**config.mk**
```make
export PLATFORM = sky130hd
export DESIGN_NAME = bram_arbiter
export DESIGN_NICKNAME = d
export VERILOG_FILES = /design/src/rtl/bram_arbiter.sv
export SDC_FILE = /design/constraint.sdc
export NUM_CORES = 1
export LEC_CHECK = 0
export BUFFER_PORTS_ARGS = -buffer_cell sky130_fd_sc_hd__buf_2
export CAP_MARGIN = 40
export CORE_AREA = 8 8 96 98
export DETAILED_ROUTE_END_ITERATION = 8
export DIE_AREA = 0 0 104 106
export PLACE_DENSITY = 0.91
export SETUP_SLACK_MARGIN = 0.15
export SYNTH_ARGS = -nofsm -noshare
export SYNTH_HDL_FRONTEND = slang
export SYNTH_SLANG_ARGS = --single-unit
export TNS_END_PERCENT = 30
```
**constraint.sdc**
```tcl
create_clock -name clk -period 3.41 [get_ports clk]
set_input_delay 0.341 -clock clk [delete_from_list [all_inputs] [get_ports clk]]
set_output_delay 0.341 -clock clk [all_outputs]
set_load 0.02 [all_outputs]
```
**src/rtl/bram_arbiter.sv**
```systemverilog
// bram_arbiter: shares one single-port BRAM between the instruction-fetch port
// and the load/store port. At most one access is granted per cycle, with
// round-robin on conflict. Sub-word stores become a read-modify-write sequence,
// because the BRAM only writes whole words. Read data comes back one cycle after
// the grant and is shared by both ports; the rvalid flags say who owns it.
module bram_arbiter (
  input  logic        clk,
  input  logic        rst_n,
  // instruction fetch port
  input  logic        if_req,
  input  logic [31:2] if_addr,
  output logic        if_gnt,
  output logic        if_rvalid,
  output logic [31:0] if_rdata,
  // load/store port
  input  logic        d_req,
  input  logic        d_we,
  input  logic [3:0]  d_be,
  input  logic [31:2] d_addr,
  input  logic [31:0] d_wdata,
  output logic        d_gnt,
  output logic        d_rvalid,
  output logic [31:0] d_rdata,
  // BRAM side
  output logic        mem_we,
  output logic [31:2] mem_addr,
  output logic [31:0] mem_wdata,
  input  logic [31:0] mem_rdata
);

  typedef enum logic {
    ST_IDLE = 1'b0,
    ST_RMW  = 1'b1
  } state_t;

  // Encoding of the round-robin pointer: which port was granted most recently.
  localparam logic LAST_FETCH = 1'b0;
  localparam logic LAST_DATA  = 1'b1;

  state_t      state_q, state_d;
  logic        last_q, last_d;
  logic [31:2] mem_addr_q, mem_addr_d;
  logic        if_rvalid_q, if_rvalid_d;
  logic        d_rvalid_q, d_rvalid_d;

  logic        if_win;
  logic        d_win;
  logic        d_be_full;
  logic        d_be_none;
  logic        d_partial;
  logic [31:0] rmw_wdata;

  // Store classification: a full-word store writes directly, an all-zero
  // byte mask is a no-op, anything else needs the old word first.
  assign d_be_full = (d_be == 4'hF);
  assign d_be_none = (d_be == 4'h0);
  assign d_partial = d_we && !d_be_full && !d_be_none;

  // Byte-lane merge for the write half of a read-modify-write. The old word is
  // on mem_rdata during the RMW cycle because the address was presented in the
  // preceding IDLE cycle.
  genvar gi;
  generate
    for (gi = 0; gi < 4; gi++) begin : g_merge
      assign rmw_wdata[8*gi +: 8] = d_be[gi] ? d_wdata[8*gi +: 8]
                                             : mem_rdata[8*gi +: 8];
    end
  endgenerate

  // Read data is shared by both ports; only the rvalid flags differ.
  assign if_rdata  = mem_rdata;
  assign d_rdata   = mem_rdata;
  assign if_rvalid = if_rvalid_q;
  assign d_rvalid  = d_rvalid_q;

  // Arbitration: a lone requester wins; on conflict the port that was not
  // granted last wins. Nothing wins while in reset or during the RMW write.
  always_comb begin
    if_win = 1'b0;
    d_win  = 1'b0;
    if (rst_n && (state_q == ST_IDLE)) begin
      if (if_req && (!d_req || (last_q == LAST_DATA))) begin
        if_win = 1'b1;
      end else if (d_req) begin
        d_win = 1'b1;
      end
    end
  end

  // Next-state logic: a partial store that wins arbitration spends one more
  // cycle in RMW to write the merged word.
  always_comb begin
    state_d = state_q;
    case (state_q)
      ST_IDLE: begin
        if (d_win && d_partial) begin
          state_d = ST_RMW;
        end
      end
      ST_RMW: begin
        state_d = ST_IDLE;
      end
      default: begin
        state_d = ST_IDLE;
      end
    endcase
  end

  // Output logic: grants, BRAM address/write controls and write data.
  always_comb begin
    if_gnt    = 1'b0;
    d_gnt     = 1'b0;
    mem_we    = 1'b0;
    mem_addr  = mem_addr_q;
    mem_wdata = d_wdata;
    case (state_q)
      ST_IDLE: begin
        if (if_win) begin
          if_gnt   = 1'b1;
          mem_addr = if_addr;
        end else if (d_win) begin
          mem_addr = d_addr;
          if (!d_we) begin
            d_gnt = 1'b1;
          end else if (d_be_full) begin
            d_gnt  = 1'b1;
            mem_we = 1'b1;
          end else if (d_be_none) begin
            d_gnt = 1'b1;
          end
          // partial store: read the old word now, grant in the RMW cycle
        end
      end
      ST_RMW: begin
        mem_addr  = d_addr;
        mem_wdata = rmw_wdata;
        // a reset landing on the write cycle must abort the store
        if (rst_n) begin
          d_gnt  = 1'b1;
          mem_we = 1'b1;
        end
      end
      default: begin
        mem_addr = mem_addr_q;
      end
    endcase
  end

  // Next values for the pointer, the held address and the rvalid pipeline.
  always_comb begin
    last_d = last_q;
    if (if_win) begin
      last_d = LAST_FETCH;
    end else if (d_win) begin
      last_d = LAST_DATA;
    end
    mem_addr_d  = mem_addr;
    if_rvalid_d = if_gnt;
    d_rvalid_d  = d_win && !d_we;
  end

  // State register.
  always_ff @(posedge clk) begin
    if (!rst_n) begin
      state_q <= ST_IDLE;
    end else begin
      state_q <= state_d;
    end
  end

  // Round-robin pointer, held BRAM address and read-valid flags.
  always_ff @(posedge clk) begin
    if (!rst_n) begin
      last_q      <= LAST_DATA;
      mem_addr_q  <= '0;
      if_rvalid_q <= 1'b0;
      d_rvalid_q  <= 1'b0;
    end else begin
      last_q      <= last_d;
      mem_addr_q  <= mem_addr_d;
      if_rvalid_q <= if_rvalid_d;
      d_rvalid_q  <= d_rvalid_d;
    end
  end

endmodule
```
==> summary.md <==
| Metric | Value |
|---|---|
| Result of the run | finished clean |
| Die Y | 106 um |
| Number of antenna violations at the first check in global routing | 0 |
| Rows | 33 |
| CP endpoint kind | primary output |
| Clock latency on the worst-skew pair | 0.28 ns |
| Total number of yosys warnings | 0 |
| Highest Clock Rate | 422.5 MHz |
| Most used standard cell by instance count after synthesis | sky130_fd_sc_hd__buf_4 |
| DP Area | between 0.003 and 0.004 sq mm |
| Clock-pin slew on the worst setup and hold paths | around 0.07 ns |
| CTS tree | built |
| Share of the synthesized area in the top cell type | 23.68% |
| Top cell types by occurrence after synthesis | 64 x sky130_fd_sc_hd__buf_4, 60 x sky130_fd_sc_hd__nor3_1, 34 x sky130_fd_sc_hd__dfxtp_1, 33 x sky130_fd_sc_hd__inv_1 |
| H-Tree Level Count | 2 |
| Number of vias in the routed layout | ~3100 |
| Critical Setup Path Class | flip-flop to primary output |
| Final Cell Area | 0.003887 sq mm |
| Root Buffer | sky130_fd_sc_hd__clkbuf_8 |
| Overall global routing resource usage | between 10% and 20% |
| Wire length of the first global-routing pass | between 15000 and 20000 um |
| Initial detailed-routing violation count | 150 |
| Critical Path Source | state_q$_SDFF_PP0_ |
| Count of buffers added by post-CTS timing repair for setup | 0 |
| Number of nets with antenna violations after routing | 0 |
| Count of mapped cells out of synthesis | roughly 330 |
| Count of cells resized by post-cts repair | 0 |
| Least-Margin Pin Slew | 0.7300 ns |
| Final weighted congestion in routability-driven placement | 0.8289 |
| Area of the mapped netlist | between 0.002 and 0.003 sq mm |
| WP data required | slightly above 3 ns |
| Cell taking the most area after synthesis | sky130_fd_sc_hd__dfxtp_1 |
| Global route total overflow | 0 |
| Total chip power | ~0.0014 W |
| Top area cells in the synthesized netlist | sky130_fd_sc_hd__dfxtp_1 24%, sky130_fd_sc_hd__buf_4 17%, sky130_fd_sc_hd__a2111oi_2 16% |
| Peak VDD IR | 0.0001292 V |
| Register area | a little under 700 sq um |
| Vias per cell | ~5.0 |
| Floorplan core area | ~0.0078 sq mm |
| Count of max-cap constraint violations | 0 |
| Count of cell types in the netlist | 25 |
| Worst R2R Setup Slack | 1.67 ns |
| Ratio of total power to cell area | roughly 350 mW/mm^2 |
| Number of buffers inserted during clock tree synthesis | 5 |
| Number of global-route vias before repair | roughly 3400 |
| Starting density of the core | a little over a third |
| Half-perimeter wire length of the detailed placement result | between 9000 and 10000 um |
| Largest net degree at the start of global routing | 31 |
| Setup-violating endpoint count in the final report | 0 |
| Avg Cell Area, Syn | between 8 and 9 sq um |
| Worst clock skew | 0.008301 ns |
| CTS sink count | 34 |
| Number of pins with negative max-slew slack in the final report | 0 |
| Unrepaired setup endpoints after global routing | no |
| Startpoint of the most critical register-to-register path | state_q$_SDFF_PP0_ |
| DRT Pass-1 Iters | 4 |
| Die X | 104 um |
| Number of enable-type register cells in the synthesized netlist | 0 |
| Nets | around 650 |
| Max Buffers Root-to-Sink | 2 |
| Hold wc startpoint | d_we |
| Number of placed I/O pins | ~260 |
| Final period utilization | 69.42% |
| Final worst path period need | around 2.4 ns |
| Final-layout fill cell count | roughly 760 |
| Multi-input logic area | approximately 0.0015 sq mm |
| Number of hold violations in the final report | 0 |
| Total Routed Length | between 10000 and 15000 um |
| DRC errors left | 0 |
| Worst min-delay path class | primary input to flip-flop |
| Most used flip-flop cell after synthesis | sky130_fd_sc_hd__dfxtp_1 |
| Worst hold slack across all endpoints | roughly 0.24 ns |
| Share of post-route cells with drive strength above 1 | 64.30% |
| Crit Path Max Fanout | 29 |
| FFs w/ async S/R, synth | 0% |
| Register bit count reported by yosys | 34 |
| Type of element launching the critical path | flip-flop |
| DR WL/cell | roughly 18 um |
| Area growth syn-to-layout | 35.26% |
| Setup Total Neg Slack | 0 ns |
| Sequential fraction of the synthesis area | between 20% and 30% |
| CTS hold repair buffers | 0 |
| Die Outline Area | about 0.011 sq mm |
| Count of input and output buffers | around 260 |
| Relative slew slack | 51.03% |
| Static leakage | between 1.5 and 2 nW |
| CP Data Arrival Time | approximately 2 ns |
| Number of nets in the synthesized netlist | around 470 |
-- sequential cells by signal (all words and copies together) (netlist names) --
register    flops
mem_addr_q     30
state_q         1
last_q          1
if_rvalid       1
d_rvalid        1
-- area by class of cell --
class | count | area share [%]
multi-input cells | 175 | 38.01
clock buffers | 6 | 2.124
inverters | 33 | 3.186
clock inverters | 2 | 0.3219
diodes | 1 | 0.06437
flip-flops and latches | 34 | 17.51
repair buffers | 271 | 35.40
well taps | 105 | 3.379
-- power breakdown --
group,switching [W],internal [W],total [W],leakage (nW)
combinational,0.000375,0.000223,0.000599,1.62
clock,0.000147,0.000162,0.000309,0.0472
sequential,0.00000994,0.000433,0.000443,0.282
-- layer usage --
metal  up-vias  GRT usage (%)  share of wire (%)
li1       1525              -                  -
met1      1437          20.36                 38
met2       157          34.33                 51
met3        14          5.747                8.2
met4         0          6.515                2.2
met5         -              0                  0
-- cells by family after synthesis --
logic type	count (synthesis)	share of synthesized area [%]
compound gates	68	25.25
buf+inv	124	25.03
flops	34	23.68
mux	32	12.54
simple gates	75	13.50
-- cell usage in the layout, fill, tap and decap left out, types with 4 or more instances in the layout --
| cell | count |
|---|---|
| sky130_fd_sc_hd__a2111oi_2 | 30 |
| sky130_fd_sc_hd__a211oi_1 | 30 |
| sky130_fd_sc_hd__buf_2 | 263 |
| sky130_fd_sc_hd__buf_4 | 8 |
| sky130_fd_sc_hd__clkbuf_8 | 6 |
| sky130_fd_sc_hd__dfxtp_1 | 34 |
| sky130_fd_sc_hd__inv_1 | 32 |
| sky130_fd_sc_hd__mux2_1 | 8 |
| sky130_fd_sc_hd__mux2_2 | 24 |
| sky130_fd_sc_hd__nand2b_1 | 4 |
| sky130_fd_sc_hd__nor3_1 | 60 |
-- path summary, 6_finish.rpt --
kind / to / cells after the start
hold reg to reg: last_q$_SDFFE_PN1P_ / 2
setup / recovery: mem_addr[25] / 6
hold / removal: d_rvalid$_SDFF_PN0_ / 2
setup reg to reg: mem_addr_q[26]$_SDFF_PN0_ / 5
-- critical path, stage by stage (launching register included) --
cell and delay (ns):
sky130_fd_sc_hd__dfxtp_1 0.33, sky130_fd_sc_hd__buf_4 0.21, sky130_fd_sc_hd__nand3b_1 0.23, sky130_fd_sc_hd__buf_4 0.34
sky130_fd_sc_hd__nor3_1 0.12, sky130_fd_sc_hd__a211oi_1 0.27, sky130_fd_sc_hd__buf_2 0.22
-- through the flow --
stage | instances | setup slack, ns | utilization [%]
3_3_place_gp | 618 | 1.287 | 48.31
6_report | 627 | 1.043 | 49.55
5_1_grt | 626 | 0.8426 | 49.52
3_5_place_dp | 618 | 1.286 | 48.31
2_1_floorplan | 333 | 1.567 | -
4_1_cts | 626 | 0.9843 | 49.52
Power figures use the tool's default switching activity.
